### config.mk
export PLATFORM = sky130hd
export DESIGN_NAME = hazard_ctrl_unit
export DESIGN_NICKNAME = d
export VERILOG_FILES = /design/src/rtl/hazard_ctrl_unit.sv
export SDC_FILE = /design/constraint.sdc
export NUM_CORES = 1
export LEC_CHECK = 0
export BUFFER_PORTS_ARGS = -buffer_cell sky130_fd_sc_hd__buf_2
export CAP_MARGIN = 20
export CORE_MARGIN = 2
export CORE_UTILIZATION = 41
export CTS_BUF_LIST = sky130_fd_sc_hd__clkbuf_4
export DETAILED_ROUTE_END_ITERATION = 16
export PLACE_DENSITY = 0.78
export RECOVER_POWER = 25
export REMOVE_ABC_BUFFERS = 1
export SYNTH_ARGS = -nofsm -noshare
export SYNTH_HDL_FRONTEND = slang
export SYNTH_SLANG_ARGS = --single-unit
### constraint.sdc
create_clock -name clk -period 2.86 [get_ports clk]
set_clock_uncertainty 0.1 [all_clocks]
set_input_delay 0.143 -clock clk [delete_from_list [all_inputs] [get_ports clk]]
set_output_delay 0.143 -clock clk [all_outputs]
set_load 0.03 [all_outputs]
### src/rtl/hazard_ctrl_unit.sv
// Hazard control for the 5-stage pipeline: EX operand forwarding, load-use stall and a
// counted branch/loop Fetch-stall FSM. Define HAZARD_PERF_CNT_EN to add stall perf counters.
module hazard_ctrl_unit #(
    parameter int REG_AW       = 3,
    parameter int BR_STALL     = 2,
    parameter int R0_HARDWIRED = 1,
    parameter int CNT_W        = 16
) (
    input  logic              clk,
    input  logic              reset,
    input  logic [REG_AW-1:0] rs_a_d,
    input  logic [REG_AW-1:0] rs_b_d,
    input  logic [REG_AW-1:0] rs_a_e,
    input  logic [REG_AW-1:0] rs_b_e,
    input  logic [REG_AW-1:0] rd_e,
    input  logic              mem_read_e,
    input  logic              reg_write_e,
    input  logic [REG_AW-1:0] rd_m,
    input  logic              reg_write_m,
    input  logic [REG_AW-1:0] rd_w,
    input  logic              reg_write_w,
    input  logic              branch_d,
    input  logic              for_d,
    input  logic              br_resolved_e,
    output logic [1:0]        forward_a,
    output logic [1:0]        forward_b,
    output logic              stall_f,
    output logic              stall_d,
    output logic              flush_d,
    output logic              flush_e,
    output logic              br_busy
`ifdef HAZARD_PERF_CNT_EN
    ,
    output logic [CNT_W-1:0]  lu_stall_cnt,
    output logic [CNT_W-1:0]  br_stall_cnt
`endif
);

    if (BR_STALL < 1 || BR_STALL > 255 || CNT_W < 1) begin : g_bad_param
        $error("hazard_ctrl_unit: BR_STALL must be 1..255 and CNT_W at least 1");
    end

    typedef enum logic {
        IDLE    = 1'b0,
        BR_WAIT = 1'b1
    } state_t;

    localparam logic [7:0] BR_LOAD = 8'(BR_STALL - 1);

    state_t     state, next_state;
    logic [7:0] cnt, next_cnt;
    logic       lu;
    logic       fsm_stall;
    logic       fsm_flush;
    logic       fsm_busy;

    // Register 0 is a constant source when hardwired, so it never creates a dependency.
    function automatic logic nz(input logic [REG_AW-1:0] x);
        return (R0_HARDWIRED != 0) ? (x != '0) : 1'b1;
    endfunction

    function automatic logic [1:0] fwd_sel(input logic [REG_AW-1:0] src,
                                           input logic [REG_AW-1:0] dm, input logic wm,
                                           input logic [REG_AW-1:0] dw, input logic ww);
        if (nz(src) && src == dm && wm)
            return 2'b10;
        else if (nz(src) && src == dw && ww)
            return 2'b01;
        else
            return 2'b00;
    endfunction

    assign forward_a = fwd_sel(rs_a_e, rd_m, reg_write_m, rd_w, reg_write_w);
    assign forward_b = fwd_sel(rs_b_e, rd_m, reg_write_m, rd_w, reg_write_w);

    assign lu = mem_read_e && reg_write_e && nz(rd_e) && (rd_e == rs_a_d || rd_e == rs_b_d);

    always_ff @(posedge clk) begin
        if (reset) begin
            state <= IDLE;
            cnt   <= 8'd0;
        end else begin
            state <= next_state;
            cnt   <= next_cnt;
        end
    end

    always_comb begin
        next_state = state;
        next_cnt   = cnt;
        fsm_stall  = 1'b0;
        fsm_flush  = 1'b0;
        fsm_busy   = 1'b0;
        case (state)
            IDLE: begin
                // A load-use hazard holds the branch in Decode; it is accepted next cycle.
                if ((branch_d || for_d) && !lu) begin
                    fsm_stall = 1'b1;
                    if (BR_STALL > 1 && !br_resolved_e) begin
                        next_state = BR_WAIT;
                        next_cnt   = BR_LOAD;
                    end
                end
            end
            BR_WAIT: begin
                fsm_stall = 1'b1;
                fsm_flush = 1'b1;
                fsm_busy  = 1'b1;
                next_cnt  = cnt - 8'd1;
                if (cnt == 8'd1 || br_resolved_e)
                    next_state = IDLE;
            end
            default: begin
                next_state = IDLE;
                next_cnt   = 8'd0;
            end
        endcase
    end

    // Flushing F/D overrides holding it, so stall_d drops whenever flush_d is raised.
    assign stall_f = !reset && (fsm_stall || lu);
    assign stall_d = !reset && lu && !fsm_flush;
    assign flush_d = !reset && fsm_flush;
    assign flush_e = !reset && lu;
    assign br_busy = !reset && fsm_busy;

`ifdef HAZARD_PERF_CNT_EN
    always_ff @(posedge clk) begin
        if (reset) begin
            lu_stall_cnt <= '0;
            br_stall_cnt <= '0;
        end else begin
            if (lu && lu_stall_cnt != '1)
                lu_stall_cnt <= lu_stall_cnt + CNT_W'(1);
            if (fsm_stall && br_stall_cnt != '1)
                br_stall_cnt <= br_stall_cnt + CNT_W'(1);
        end
    end
`endif

endmodule

==> results of run 1 <==
==> worst max-delay path, stage by stage, from the launching register on <==
cell     delay, ns
dfxtp_1       0.68
inv_1         0.15
a31oi_1       0.17
buf_2         0.22
==> power breakdown <==
group	total (W)	switching, W	internal [W]	leakage, nW
clock	0.000115	0.0000519	0.0000636	0.0184
combinational	0.000147	0.0000835	0.0000634	0.359
sequential	0.000150	0.0000152	0.000135	0.0737
total	0.000413	0.000151	0.000262	0.452
==> sequential cells by signal, summed over array words and instances, names as in the netlist <==
| name | cells |
|---|---|
| cnt | 8 |
| state | 1 |
==> placed cells by master (no fill, tap or decap), types with 5 or more instances in the layout <==
cell type / synthesis / routed
inv_1: 5 / 5
xor2_1: 9 / 9
dfxtp_1: 9 / 9
nand2_1: 9 / 9
xnor2_1: 5 / 5
buf_2: 0 / 37
nor2_1: 8 / 8
a311oi_2: 5 / 5
nor3_1: 5 / 5
a31oi_1: 7 / 7
==> through the flow <==
| step | std cells | utilization | worst slack [ns] |
|---|---|---|---|
| detailed placement | 157 | 0.534 | 1.34 |
| global placement | 157 | 0.534 | 1.38 |
| floorplan | 92 | - | 0.591 |
| global route | 162 | 0.544 | 1.04 |
| CTS | 162 | 0.555 | 1.11 |
| finish | 162 | 0.544 | 1.12 |
==> cell type report <==
| class | instances | area, um^2 | area share |
|---|---|---|---|
| clock buffer | 4 | 30.0 | 0.0287 |
| inverter | 5 | 18.8 | 0.0180 |
| multi-input combinational | 78 | 583 | 0.558 |
| sequential | 9 | 180 | 0.172 |
| tap | 27 | 33.8 | 0.0323 |
| timing repair buffer | 39 | 199 | 0.190 |
==> cells by family after synthesis <==
family | count (synthesis) | synth area share
AOI/OAI and AO/OA | 31 | 0.358
xor gates and xnor gates | 14 | 0.149
adders and majority gates | 2 | 0.0305
buffers and inverters | 9 | 0.0457
DFF | 9 | 0.220
and+or+nand+nor | 31 | 0.197
==> worst max path at each step <==
| stage | from | to | depth (start not counted) |
|---|---|---|---|
| CTS | state | stall_f | 3 |
| global route | state | stall_f | 3 |
| global placement | rs_b_e[1] | forward_b[0] | 5 |
| finish | state | stall_f | 3 |
| floorplan | rs_b_e[1] | forward_b[0] | 3 |
| detailed placement | cnt[2] | cnt[7] | 4 |
==> layer usage <==
layer  up-vias  global-route usage
met5         -                   0
met1       392               0.184
met3         3              0.0494
met2        25               0.365
met4         0              0.0714
li1        437                   -
==> impl_metrics.tcl, run 1 <==
set metrics [dict create \
    wl_met2_mm 1.06 \
    syn_inst 96 \
    worst_slew_pin_slew_ns 0.566 \
    die_w_um 48.7 \
    status "finished clean" \
    rsz0062_at_grt "no" \
    min_from "branch_d" \
    grt_max_degree 19 \
    cts_setup_buffers 0 \
    vias 857 \
    dr_wl_met3_um 111 \
    gr-total-overflow 0 \
    yosys.area.top_type "dfxtp_1" \
    min_delay_path_depth 3 \
    yosysTopAreaCellShare 0.220 \
    relSlewSlack 0.622 \
    placed_area_um2 1030 \
    grt_use_total 0.187 \
    dp.final_hpwl_mm 1.61 \
    r2r_cells 4 \
    rrSetupSlack_ns 1.33 \
    ir_worst_vdd_mv 0.193 \
    min_period_ns 1.74 \
    ys_types 31 \
    synth-edff-count 0 \
    synthTopCellsByArea "dfxtp_1 22%, xor2_1 9.6%, a311oi_2 9.1%" \
    p_total_w 0.000413 \
    worstPathArrival_ns 1.50 \
    grt_pass1_vias 844 \
    htree_levels 1 \
    cts-root-buf "clkbuf_4" \
    wl_met1_um 792 \
    core_um2 1920 \
    antenna_found_initial 0 \
    drt_iter0_drc 10 \
    fin_setup_tns_ns 0 \
    syn_avg_cell_area_um2 8.55 \
    slew_violations 0 \
    drtAntennaViolNets 0 \
    worst_ep_required_time_ns 2.62 \
    cts_buffers 3 \
    p_per_area_nw_per_um2 395 \
    min_to "state" \
    max_cap_violations 0 \
    highest_layer "met4" \
    cts_tree "built" \
    p_leak_nw 0.452 \
    avgViaCountPerCell 5.29 \
    synth_area_um2 821 \
    min_path_type "input pin to register" \
    io_pins 39 \
    cts.clk_slew.worst_paths_ns 0.07 \
    fill_cells 204 \
    cts_sinks 9 \
    first_pass_iters 4 \
    cp-end-kind "output pin" \
    clk_latency_ns 0.28 \
    initial_utilization 0.427 \
    ys_async_sr_fraction 0 \
    nNetsFinal 168 \
    synthTopCellsByCount "9 x dfxtp_1, 9 x nand2_1, 9 x xor2_1" \
    crit_path_start_kind "register" \
    path_class "register to output pin" \
    clk_path_buf_depth 2 \
    hold_viol_final 0 \
    cts-resized-gates 0 \
    seq_area_frac_synth 0.220 \
    crit_path_max_fanout 18 \
    holdBufCountCts 1 \
    reg2reg_from "cnt[2]" \
    routed_wl_mm 1.99 \
    period_share 0.610 \
    drive_gt1_frac 0.385 \
    ys_seq_elements 9 \
    final_area_um2 1040 \
    timing.fmax_ghz 0.574 \
    ys_warn_count 0 \
    timing.hold.ws_ns 0.133 \
    port_buffers 38 \
    grt_pass1_wl_mm 3.46 \
    place_congestion 0.769 \
    detail_route.wl_per_cell_um 12.3 \
    dieArea_um2 2380 \
    die_h_um 48.7 \
    std_cell_rows 16 \
    timing.rr.end "cnt[7]" \
    syn2layout_area_growth_pct 27.3 \
    insertedDiodeCount 0 \
    drc 0 \
    finalSetupViolations 0 \
    ys_dominant_reg_cell "dfxtp_1" \
]
Power figures use the tool's default switching activity.
==> run 2, diff against run 1 <==
- clock period: 2.86 -> 1.8 ns (I/O delays scaled with it)
==> impl_metrics.tcl, run 2 (same netlist as run 1, synthesis figures left out) <==
set metrics [dict create \
    status "finished clean" \
    p_leak_nw 0.451 \
    detail_route.wl_per_cell_um 11.5 \
    cts.clk_slew.worst_paths_ns 0.07 \
    path_class "register to output pin" \
    place_congestion 0.762 \
    grt_pass1_vias 775 \
    max_cap_violations 0 \
    swShare 0.370 \
    top_regs "cnt (8), state (1)" \
    first_pass_iters 4 \
    clk_path_buf_depth 2 \
    syn2layout_area_growth_pct 27.0 \
    die_w_um 48.7 \
    rsz0062_at_grt "no" \
    worstPathArrival_ns 1.48 \
    drive_gt1_frac 0.385 \
    fin_setup_tns_ns 0 \
    dp.final_hpwl_mm 1.49 \
    cts_tree "built" \
    io_pins 39 \
    drtAntennaViolNets 0 \
    cts-root-buf "clkbuf_4" \
    finalSetupViolations 0 \
    gr-total-overflow 0 \
    p_switching_w 0.000233 \
    worst_slew_pin_slew_ns 0.565 \
    min_period_ns 1.67 \
    grt_max_degree 19 \
    nNetsFinal 168 \
    drt_iter0_drc 8 \
    crit_path_max_fanout 18 \
    drc 0 \
    initial_utilization 0.427 \
    cts_buffers 3 \
    hold_viol_final 0 \
    cts_sinks 9 \
    routed_wl_mm 1.86 \
    layout_commonest_cell "buf_2" \
    p_total_w 0.000631 \
    avgViaCountPerCell 5.33 \
    final_area_um2 1040 \
    placed_area_um2 1030 \
    cp-end-kind "output pin" \
    grt_pass1_wl_mm 3.15 \
    vias 864 \
    die_h_um 48.7 \
    clk_latency_ns 0.27 \
    min_path_type "input pin to register" \
    p_per_area_nw_per_um2 605 \
    mostFrequentLayoutCells "37 x buf_2, 9 x xor2_1, 9 x nand2_1, 9 x dfxtp_1, 8 x nor2_1" \
    insertedDiodeCount 0 \
    largest-register "cnt" \
    relSlewSlack 0.623 \
    antenna_found_initial 0 \
    internal_power_w 0.000398 \
    finish.utilization 0.542 \
    comb_power_share 0.366 \
    slew_violations 0 \
    clockPowerShare 0.256 \
    timing.fmax_ghz 0.601 \
    crit_path_start_kind "register" \
    ir_worst_vdd_mv 0.341 \
    htree_levels 1 \
    dieArea_um2 2380 \
    period_share 0.925 \
    largest_reg_flops 8 \
    cts-resized-gates 0 \
    p_seq_frac 0.378 \
    port_buffers 38 \
    std_cell_rows 16 \
    worst_ep_required_time_ns 1.61 \
    grt_use_total 0.166 \
    timing.hold.ws_ns 0.0871 \
    core_um2 1920 \
]
[run 2: cell count changes in the layout (fill, tap and decap cells not counted)]
| cell | change |
|---|---|
| clkinv_2 | +1 |
| a211oi_1 | -1 |
| clkbuf_4 | -1 |
| a211oi_2 | +1 |
| nor3_2 | -1 |
| nor3_1 | +1 |
[run 2: path summary, 6_finish.rpt]
kind / start / cells past startpoint / slack (ns) / end
setup / recovery: state / 3 / 0.13 / stall_f
hold reg to reg: cnt[7] / 1 / 0.41 / cnt[7]
hold / removal: branch_d / 3 / 0.09 / state
setup reg to reg: cnt[2] / 4 / 0.28 / cnt[7]
[run 2: repair_timing]
action | in CTS | in global routing
hold endpoints to repair | 1 | 0
setup buffers | 0 | 0
hold buffers | 1 | 0
[run 2: worst max-delay path, cell delays in order, from the launching register on]
cell     delay, ns
dfxtp_1       0.68
inv_1         0.15
a31oi_1       0.16
buf_2         0.22
[run 2: through the flow]
stage,instances,setup slack [ns]
finish,162,0.135
global route,162,0.0196
CTS,162,0.109
detailed placement,157,0.313
global placement,157,0.353
floorplan,92,-0.363
[run 2: cell type report]
| cell class | instances | area, um^2 |
|---|---|---|
| fillers | 199 | 880 |
| repair buffers | 39 | 199 |
| clock buffers | 3 | 22.5 |
| clock inverters | 1 | 5.00 |
| multi-input cells | 78 | 583 |
| flip-flops and latches | 9 | 180 |
| well taps | 27 | 33.8 |
| inverters | 5 | 18.8 |
[run 2: power by group through the flow]
| stage | sequential, W | clock (W) | combinational, W |
|---|---|---|---|
| after detailed placement | 0.000242 | 0 | 0.000238 |
| after global placement | 0.000242 | 0 | 0.000231 |
| after global routing | 0.000241 | 0.000179 | 0.000258 |
| after CTS | 0.000238 | 0.000171 | 0.000240 |
| final | 0.000238 | 0.000162 | 0.000231 |
| after floorplan | 0.000237 | 0 | 0.000159 |
[run 2: layer usage]
metal | wire length (um) | GRT usage | up-vias | part of all wire
met5 | 0 | 0 | - | 0
met4 | 0 | 0.0286 | 0 | 0
met3 | 93 | 0.0463 | 0 | 0.050
met2 | 942 | 0.288 | 25 | 0.51
met1 | 822 | 0.206 | 403 | 0.44
li1 | - | - | 436 | -
==> run 3, diff against run 2 <==
- clock period: 1.8 -> 2.1 ns (I/O delays scaled with it)
==> impl_metrics.tcl, run 3 (same netlist as run 1, synthesis figures left out) <==
set metrics [dict create \
    status "finished clean" \
    timing.hold.ws_ns 0.112 \
    p_leak_nw 0.451 \
    port_buffers 38 \
    first_pass_iters 4 \
    largest_reg_flops 8 \
    rrSetupSlack_ns 0.54 \
    crit_path_max_fanout 18 \
    gr-total-overflow 0 \
    fin_setup_tns_ns 0 \
    cts.clk_slew.worst_paths_ns 0.06 \
    cts-root-buf "clkbuf_4" \
    worstSetupEndpoint "stall_f" \
    placed_cells 157 \
    timing.fmax_ghz 0.603 \
    slew_violations 0 \
    clk_latency_ns 0.26 \
    worstPathArrival_ns 1.45 \
    grt_pass1_vias 797 \
    cts_sinks 9 \
    stdcell_count 162 \
    die_w_um 48.7 \
    relSlewSlack 0.635 \
    dieArea_um2 2380 \
    hold_viol_final 0 \
    clk_path_buf_depth 2 \
    cts-resized-gates 0 \
    dp.final_hpwl_mm 1.56 \
    fill_cells 196 \
    worst_ep_required_time_ns 1.89 \
    r2r_cells 4 \
    die_h_um 48.7 \
    detail_route.wl_per_cell_um 11.7 \
    worst_slew_pin_slew_ns 0.547 \
    mostFrequentLayoutCells "37 x buf_2, 9 x xor2_1, 9 x nand2_1, 9 x dfxtp_1, 8 x nor2_1" \
    drt_iter0_drc 15 \
    period_share 0.790 \
    placed_area_um2 1030 \
    cts_setup_buffers 0 \
    reg2reg_from "cnt[2]" \
    initial_utilization 0.427 \
    htree_levels 1 \
    ir_worst_vdd_mv 0.353 \
    grt_pass1_wl_mm 3.20 \
    layout_commonest_cell "buf_2" \
    min_path_type "input pin to register" \
    p_per_area_nw_per_um2 528 \
    timing.rr.end "cnt[7]" \
    vias 871 \
    crit_path_start_kind "register" \
    top_regs "cnt (8), state (1)" \
    drtAntennaViolNets 0 \
    min_period_ns 1.66 \
    rsz0062_at_grt "no" \
    final_area_um2 1040 \
    p_total_w 0.000551 \
    max_cap_violations 0 \
    holdBufCountCts 1 \
    grt_max_degree 19 \
    io_pins 39 \
    path_class "register to output pin" \
    cts_tree "built" \
    antenna_found_initial 0 \
    nNetsFinal 168 \
    place_congestion 0.768 \
    drive_gt1_frac 0.385 \
    crit_start "state" \
    syn2layout_area_growth_pct 27.3 \
    avgViaCountPerCell 5.38 \
    insertedDiodeCount 0 \
    cts_buffers 3 \
    core_um2 1920 \
    routed_wl_mm 1.89 \
    drc 0 \
    cp-end-kind "output pin" \
    std_cell_rows 16 \
    largest-register "cnt" \
    finalSetupViolations 0 \
    grt_use_total 0.165 \
]
-- run 3: cell count changes in the layout (fill, tap and decap cells not counted), sizes merged --
cell	delta
clkbuf	+1
clkinv	-1
-- run 3: per-stage QoR --
step	util	setup slack, ns
floorplan	-	-0.0927
finish	0.544	0.441
detailed placement	0.534	0.535
global route	0.544	0.311
global placement	0.534	0.654
CTS	0.555	0.435
-- run 3: how the worst min path moves through the flow --
stage | start | depth (start not counted) | to | slack, ns
4_1_cts | branch_d | 3 | state | 0.11
3_5_place_dp | br_resolved_e | 2 | state | 0.19
3_3_place_gp | br_resolved_e | 2 | state | 0.19
6_report | branch_d | 3 | state | 0.11
2_1_floorplan | reset | 1 | cnt[3] | 0.07
5_1_grt | reset | 2 | cnt[3] | 0.15
-- run 3: final cells by class --
cell class,count,area [um^2],share of cell area
sequential,9,180,0.172
multi-input combinational,78,583,0.558
clock buffer,4,30.0,0.0287
tap,27,33.8,0.0323
inverter,5,18.8,0.0180
timing repair buffer,39,199,0.190
-- run 3: per-layer routing --
metal | track usage | vias up | wire length, um
li1 | - | 436 | -
met1 | 0.179 | 404 | 757
met2 | 0.313 | 29 | 994
met3 | 0.0525 | 2 | 129
met4 | 0.0286 | 0 | 13
met5 | 0 | - | 0
-- run 3: where the power goes --
part / internal (W) / leakage (nW) / switching (W)
logic: 0.0000861 / 0.359 / 0.000113
clock network: 0.0000862 / 0.0184 / 0.0000612
registers: 0.000184 / 0.0737 / 0.0000205
total: 0.000357 / 0.451 / 0.000195
-- run 3: critical path, stage by stage, from the launching register on --
cell and delay, ns:
dfxtp_1 0.67, inv_1 0.15, a31oi_1 0.16, buf_2 0.22
